--- src/rtl/mem_refill_ctrl.sv ---
// rtl/mem_refill_ctrl.sv - I/D cache line refill sequencer over one shared memory port, with pipeline freeze
module mem_refill_ctrl #(
    parameter int  ADDR_WIDTH = 32,
    parameter int  DATA_WIDTH = 32,
    parameter int  LINE_WORDS = 4,
    localparam int IDX_WIDTH  = $clog2(LINE_WORDS)
) (
    input  logic                  clk_i,
    input  logic                  rst_i,
    input  logic                  imiss_i,
    input  logic [ADDR_WIDTH-1:0] imiss_addr_i,
    input  logic                  dmiss_i,
    input  logic [ADDR_WIDTH-1:0] dmiss_addr_i,
    output logic                  mem_req_o,
    output logic [ADDR_WIDTH-1:0] mem_addr_o,
    input  logic                  mem_ack_i,
    input  logic [DATA_WIDTH-1:0] mem_rdata_i,
    output logic                  irefill_we_o,
    output logic                  drefill_we_o,
    output logic [IDX_WIDTH-1:0]  refill_idx_o,
    output logic [DATA_WIDTH-1:0] refill_data_o,
    output logic                  pipe_en_o,
    output logic                  busy_o,
    output logic [31:0]           refill_cnt_o
);
    localparam int OFF = IDX_WIDTH + 2;

    typedef enum logic [1:0] {S_IDLE, S_FILL, S_DONE} state_t;

    state_t                r_state, w_state_nxt;
    logic [IDX_WIDTH-1:0]  r_beat, w_beat_nxt;
    logic                  r_owner_d, w_owner_d_nxt;
    logic [ADDR_WIDTH-1:0] r_base, w_base_nxt;
    logic [31:0]           r_refill_cnt, w_cnt_nxt;

    logic [ADDR_WIDTH-1:0] w_miss_addr;
    logic [ADDR_WIDTH-1:0] w_miss_base;
    logic                  w_unused_addr_bits;

    // D side wins when both caches miss in the same cycle
    assign w_miss_addr        = dmiss_i ? dmiss_addr_i : imiss_addr_i;
    assign w_miss_base        = {w_miss_addr[ADDR_WIDTH-1:OFF], {OFF{1'b0}}};
    assign w_unused_addr_bits = ^{imiss_addr_i[OFF-1:0], dmiss_addr_i[OFF-1:0]};

    assign mem_addr_o    = r_base | {{(ADDR_WIDTH-OFF){1'b0}}, r_beat, 2'b00};
    assign refill_idx_o  = r_beat;
    assign refill_data_o = mem_rdata_i;
    assign refill_cnt_o  = r_refill_cnt;
    assign busy_o        = (r_state != S_IDLE);
    assign pipe_en_o     = ~rst_i & (r_state == S_IDLE) & ~imiss_i & ~dmiss_i;

    always_ff @(posedge clk_i) begin
        if (rst_i) begin
            r_state      <= S_IDLE;
            r_beat       <= '0;
            r_owner_d    <= 1'b1;
            r_base       <= '0;
            r_refill_cnt <= '0;
        end else begin
            r_state      <= w_state_nxt;
            r_beat       <= w_beat_nxt;
            r_owner_d    <= w_owner_d_nxt;
            r_base       <= w_base_nxt;
            r_refill_cnt <= w_cnt_nxt;
        end
    end

    always_comb begin
        w_state_nxt   = r_state;
        w_beat_nxt    = r_beat;
        w_owner_d_nxt = r_owner_d;
        w_base_nxt    = r_base;
        w_cnt_nxt     = r_refill_cnt;
        mem_req_o     = 1'b0;
        irefill_we_o  = 1'b0;
        drefill_we_o  = 1'b0;
        case (r_state)
            S_IDLE: begin
                if (dmiss_i || imiss_i) begin
                    w_base_nxt    = w_miss_base;
                    w_owner_d_nxt = dmiss_i;
                    w_beat_nxt    = '0;
                    w_state_nxt   = S_FILL;
                end
            end
            S_FILL: begin
                mem_req_o = ~rst_i;
                if (mem_ack_i) begin
                    drefill_we_o = ~rst_i & r_owner_d;
                    irefill_we_o = ~rst_i & ~r_owner_d;
                    // Power-of-2 line size lets the beat counter wrap to 0 on the last word
                    w_beat_nxt   = r_beat + 1'b1;
                    if (r_beat == IDX_WIDTH'(LINE_WORDS - 1)) begin
                        w_state_nxt = S_DONE;
                    end
                end
            end
            S_DONE: begin
                w_cnt_nxt   = r_refill_cnt + 32'd1;
                w_state_nxt = S_IDLE;
            end
            default: w_state_nxt = S_IDLE;
        endcase
    end
endmodule

--- config.mk ---
export PLATFORM = sky130hd
export DESIGN_NAME = mem_refill_ctrl
export DESIGN_NICKNAME = d
export VERILOG_FILES = /design/src/rtl/mem_refill_ctrl.sv
export SDC_FILE = /design/constraint.sdc
export NUM_CORES = 1
export LEC_CHECK = 0
export CORE_MARGIN = 5
export CORE_UTILIZATION = 33
export CTS_CLUSTER_SIZE = 12
export DETAILED_ROUTE_END_ITERATION = 7
export GPL_ROUTABILITY_DRIVEN = 1
export GPL_TIMING_DRIVEN = 1
export PLACE_DENSITY = 0.76
export SYNTH_ARGS = -nofsm -noshare
export SYNTH_HDL_FRONTEND = slang
export SYNTH_SLANG_ARGS = --single-unit
--- constraint.sdc ---
create_clock -name clk_i -period 1.78 [get_ports clk_i]
set_input_delay 0.445 -clock clk_i [delete_from_list [all_inputs] [get_ports clk_i]]
set_output_delay 0.445 -clock clk_i [all_outputs]
set_load 0.03 [all_outputs]
### Word-level counts from Yosys, hierarchy flattened

Index checks and enable logic that the tools add are counted.
Widths: inputs -> output; s select.

| cells by class | value |
|---|---|
| add/subtract/negate cells | 2 |
| equal/unequal tests | 6 |
| mux-type cells | 13 |
| bitwise logic cells | 10 |
| reduce and logical (&&, ||, !) cells | 7 |

Operators by type and width:

| kind | number |
|---|---|
| $add 32x1->32 const B | 1 |
| $mux 32 | 1 |
| $or 32x4->32 | 1 |
| $mux 2 | 5 |
| $pmux 2 s2 | 2 |
| $reduce_and 3->1 | 2 |
| $and 1x1->1 | 5 |
| $mux 1 | 5 |
| $eq 2x2->1 const B | 2 |
| $ne 2x2->1 const B | 2 |
| $not 1->1 | 4 |
| $reduce_bool 2->1 | 2 |
| $add 2x1->2 const B | 1 |
| $eq 2x1->1 const B | 1 |
| $logic_not 2->1 | 1 |
| $ne 2x1->1 const B | 1 |
| $reduce_and 2->1 | 1 |
| $logic_or 1x1->1 | 1 |

| storage, ports and cells | value |
|---|---|
| register bits | 65 |
| input port bits | 101 |
| output and inout port bits | 103 |
| word-level logic and storage cells | 43 |

### Logic depth before layout (Yosys ltp)

Gate-level depths: netlist of the first run.

| logic depth | value |
|---|---|
| depth in word-level cells | 4 |
| mapped depth | 8 |

### Worst setup path after synthesis of the first run

OpenSTA, ideal clock, no wires.

| path | value |
|---|---|
| path type | input to output |
| from | in dmiss_i |
| to | out pipe_en_o |
| arrival | 1.872 ns |
| data required time | 1.335 ns |
| slack | -0.537 ns |
| stages on the path | 3 |
| path buffers | 2 |
| cells stage by stage | clkbuf_1 -> buf_1 -> nor4_1 |

| on the way | value |
|---|---|
| longest elaborated chain between the ends | 2 |

RTL lines:

| item | RTL line | source |
|---|---|---|
| from (decl) | 12 | `input logic dmiss_i,` |
| $not 1->1 | 50 | `assign pipe_en_o = ~rst_i & (r_state == S_IDLE) & ~imiss_i & ~dmiss_i;` |
| $and 1x1->1 | 50 |  |
| to (decl) | 22 | `output logic pipe_en_o,` |

Every way passes these cells.

### Worst setup path in the final report of the first run

| path | value |
|---|---|
| from | reg r_state[1] |
| to | out irefill_we_o |

| on the way | value |
|---|---|
| longest elaborated chain between the ends | 2 |

RTL lines:

| item | RTL line | source |
|---|---|---|
| from (decl) | 30 | `state_t r_state, w_state_nxt;` |
| from (signal assigned) | 60 | `r_state <= w_state_nxt;` |
| $eq 2x1->1 | 77 | `case (r_state)` |
| $mux 1 | 77 |  |
| to (decl) | 18 | `output logic irefill_we_o,` |

Every way passes these cells.

==> impl_metrics.py, run 1 <==
metrics = {
    "run_status": {
        "status": "complete, but fails checks",
        "violations": "negative setup slack",
    },
    "sta": {
        "fmax_mhz": 543,
        "setup_tns_ns": -0.155,
        "setup_slack_ns": -0.0628,
        "rsz0062_at_grt": "true",
        "finClkSkew_ns": 0.00725,
        "finalHoldViolCount": 0,
        "finalCritPeriodShare": 1.04,
        "finalSetupViolCount": 4,
        "finalMaxSlewViolations": 0,
        "min_period_ns": 1.84,
    },
    "worst_setup_path": {
        "r2r_setup_slack_ns": -0.03,
        "critical_path_class": "reg -> out",
        "worstSetupEndpointType": "output port",
        "worstPathArrival_ns": 1.40,
        "timing.rr.start": "r_state[1]$_SDFFE_PP0P_",
        "worstPathMaxFanout": 3,
        "cp-start-kind": "flip-flop",
        "crit_required_ns": 1.33,
        "crit_start": "r_state[1]$_SDFFE_PP0P_",
        "r2r-end": "refill_cnt_o[11]$_SDFFE_PP0N_",
        "r2r_cells": 8,
    },
    "route": {
        "routed_via_density": 4.97,
        "wl_per_cell_um": 15.0,
        "drtPass1Iterations": 4,
        "drt_wl_total_mm": 9.47,
        "vias": 3147,
        "drt_iter0_drc": 74,
        "antenna_left": 0,
        "drcViolationCount": 0,
    },
    "clock_tree": {
        "clockBufferDepth": 2,
        "clock-root-buffer": "clkbuf_8",
        "htreeDepth": 3,
        "cts_tree": "yes",
        "clk_pin_slew_worst_paths_ns": 0.07,
        "numCtsBuffers": 9,
        "clkSinkCount": 65,
        "clk_latency_ns": 0.33,
        "cts_hold_buf": 0,
    },
    "cells_and_area": {
        "diodes": 0,
        "nNetsFinal": 598,
        "drive_above_1_share": 0.246,
        "area_delta_synth_final_pct": 57.4,
    },
    "die": {
        "initial_core_util": 0.335,
        "die_area_um2": 11900,
        "die_y_um": 109,
        "fp.dieW_um": 109,
        "core-area_um2": 9680,
        "boundaryPins": 204,
        "row_count": 36,
    },
    "hold_path": {
        "hold_class": "in -> reg",
        "holdPathStages": 2,
        "min_from": "dmiss_i",
        "worstHoldEndpoint": "r_owner_d$_SDFFE_PP1P_",
    },
    "synthesis": {
        "synth_top_area_frac": 0.401,
        "synth_edf_count": 0,
        "seq_area_frac_synth": 0.401,
        "synth-main-ff-cell": "dfxtp_1",
        "synth_seq_cells": 65,
        "postSynthAreaPerCell_um2": 8.90,
        "yosysUniqueCellTypes": 36,
        "synth.yosys.warnings": 0,
        "syn_inst": 365,
        "netlist_area_um2": 3250,
        "ys_top_cells_by_area": "dfxtp_1 40%, mux2i_1 8.9%, buf_4 8.3%",
        "async_flop_share": 0,
        "synth_top_cell_by_area": "dfxtp_1",
    },
    "global_routing": {
        "antenna_found_initial": 0,
        "gr-total-overflow": 0,
        "grt_pass1_vias": 3091,
        "track_usage": 0.155,
        "grt_max_degree": 49,
        "grt_pass1_wl_mm": 14.6,
    },
    "placement": {
        "io_buffers": 129,
        "place_congestion": 0.749,
        "place_hpwl_mm": 6.80,
    },
    "power": {
        "p_leak_uw": 0.00225,
        "p_per_area_nw_per_um2": 716,
        "p_total_uw": 3660,
        "ir_drop_mv": 0.366,
    },
    "flow_run": {
        "drv_cap": 0,
    },
}
## power by group
group | switching (µW) | internal, µW
Sequential | 38.3 | 1530
Clock | 571 | 860
Combinational | 365 | 302
Total | 974 | 2690
## placed cells by master (no fill, tap or decap), types with 4 or more instances in the layout
master           synthesis  routed
a211oi_1                28      28
or4_1                   14       9
nor2_1                  46      43
clkdlybuf4s50_1          0      56
mux2i_1                 29      29
nand3_1                  8       8
a21oi_2                  0       6
o31ai_1                 14      11
nand2_1                 12      12
dlygate4sd2_1            0      65
xor2_1                   8       8
nand4_1                  7       7
o21ai_0                  6       6
dfxtp_2                  0      18
clkbuf_8                 0      11
or3_1                    5       5
a21oi_1                 22      16
dfxtp_1                 65      47
or4_4                    0       5
and4_1                   7       5
inv_1                    6       5
buf_6                    1       4
buf_4                   36      45
## cell type report
cell class | count | area, µm²
inverter | 6 | 25.0
clock inverter | 5 | 77.6
timing repair buffer | 177 | 1620
sequential | 65 | 1320
multi-input combinational | 236 | 1740
fill | 890 | 4570
tap | 133 | 166
clock buffer | 11 | 151
## per-stage QoR
stage | area [µm²] | util | instances | setup slack, ns | hold WS, ns
floorplan | 3300 | - | 366 | -0.0592 | 0.490
global placement | 4640 | 0.479 | 602 | -0.124 | 0.460
detailed placement | 4640 | 0.479 | 602 | -0.172 | 0.478
CTS | 4870 | 0.503 | 624 | -0.0621 | 0.460
global route | 5110 | 0.528 | 633 | -0.130 | 0.476
finish | 5110 | 0.528 | 633 | -0.0628 | 0.473
## routing by layer
| layer | vias up | global-route usage | share of wire |
|---|---|---|---|
| met5 | - | 0 | 0 |
| met4 | 0 | 0.0588 | 0.015 |
| met3 | 12 | 0.0687 | 0.11 |
| met2 | 147 | 0.249 | 0.48 |
| met1 | 1443 | 0.181 | 0.40 |
| li1 | 1545 | - | - |
## sequential cells by signal, summed over array words and instances (netlist names)
signal	count
r_owner_d	1
refill_idx_o	2
refill_cnt_o	32
r_base	28
r_state	2
## worst max path at each step
stage	to	slack (ns)
floorplan	pipe_en_o	-0.06
global placement	drefill_we_o	-0.12
finish	irefill_we_o	-0.06
CTS	pipe_en_o	-0.06
global route	drefill_we_o	-0.13
detailed placement	drefill_we_o	-0.17
## cell usage after synthesis, drive strengths merged, types with 3 or more instances
| master | count |
|---|---|
| and4 | 7 |
| and2 | 3 |
| nor2b | 3 |
| mux2i | 29 |
| xor2 | 8 |
| nor4 | 3 |
| o31ai | 14 |
| a211oi | 28 |
| inv | 6 |
| nand3 | 9 |
| nand2 | 12 |
| or3 | 5 |
| nand4 | 9 |
| or4 | 14 |
| o21ai | 6 |
| dfxtp | 65 |
| a21oi | 22 |
| buf | 47 |
| nor2 | 46 |
| clkbuf | 13 |
## timing repair
action	4_1_cts	5_1_grt
gates resized for setup	75	32
cloned	0	3
pin swaps	3	16
endpoints found under the setup margin	76	9
buffers inserted	6	6
hold endpoints to repair	0	0
## critical path: stages (launching register included)
cell and delay (ns):
dfxtp_2 0.33, buf_6 0.12, nand3b_1 0.19, buf_4 0.16, nor3_2 0.09, buf_4 0.18
## cells by family after synthesis
| kind of cell | synth area share |
|---|---|
| buffers and inverters | 0.123 |
| flip-flops | 0.401 |
| XOR/XNOR | 0.0270 |
| AO/OA/AOI/OAI | 0.143 |
| AND/OR/NAND/NOR | 0.201 |
| adder cells (fa/ha/maj) | 0.00770 |
| multiplexers | 0.0963 |
| other | 0.00115 |
Note: power is estimated with default switching activity, not from simulation.
==> run 2, diff against run 1 <==
- HOLD_SLACK_MARGIN: default -> 0.06
==> results of run 2 <==
No change in the layout: final DEF, timing and power equal those of run 1.
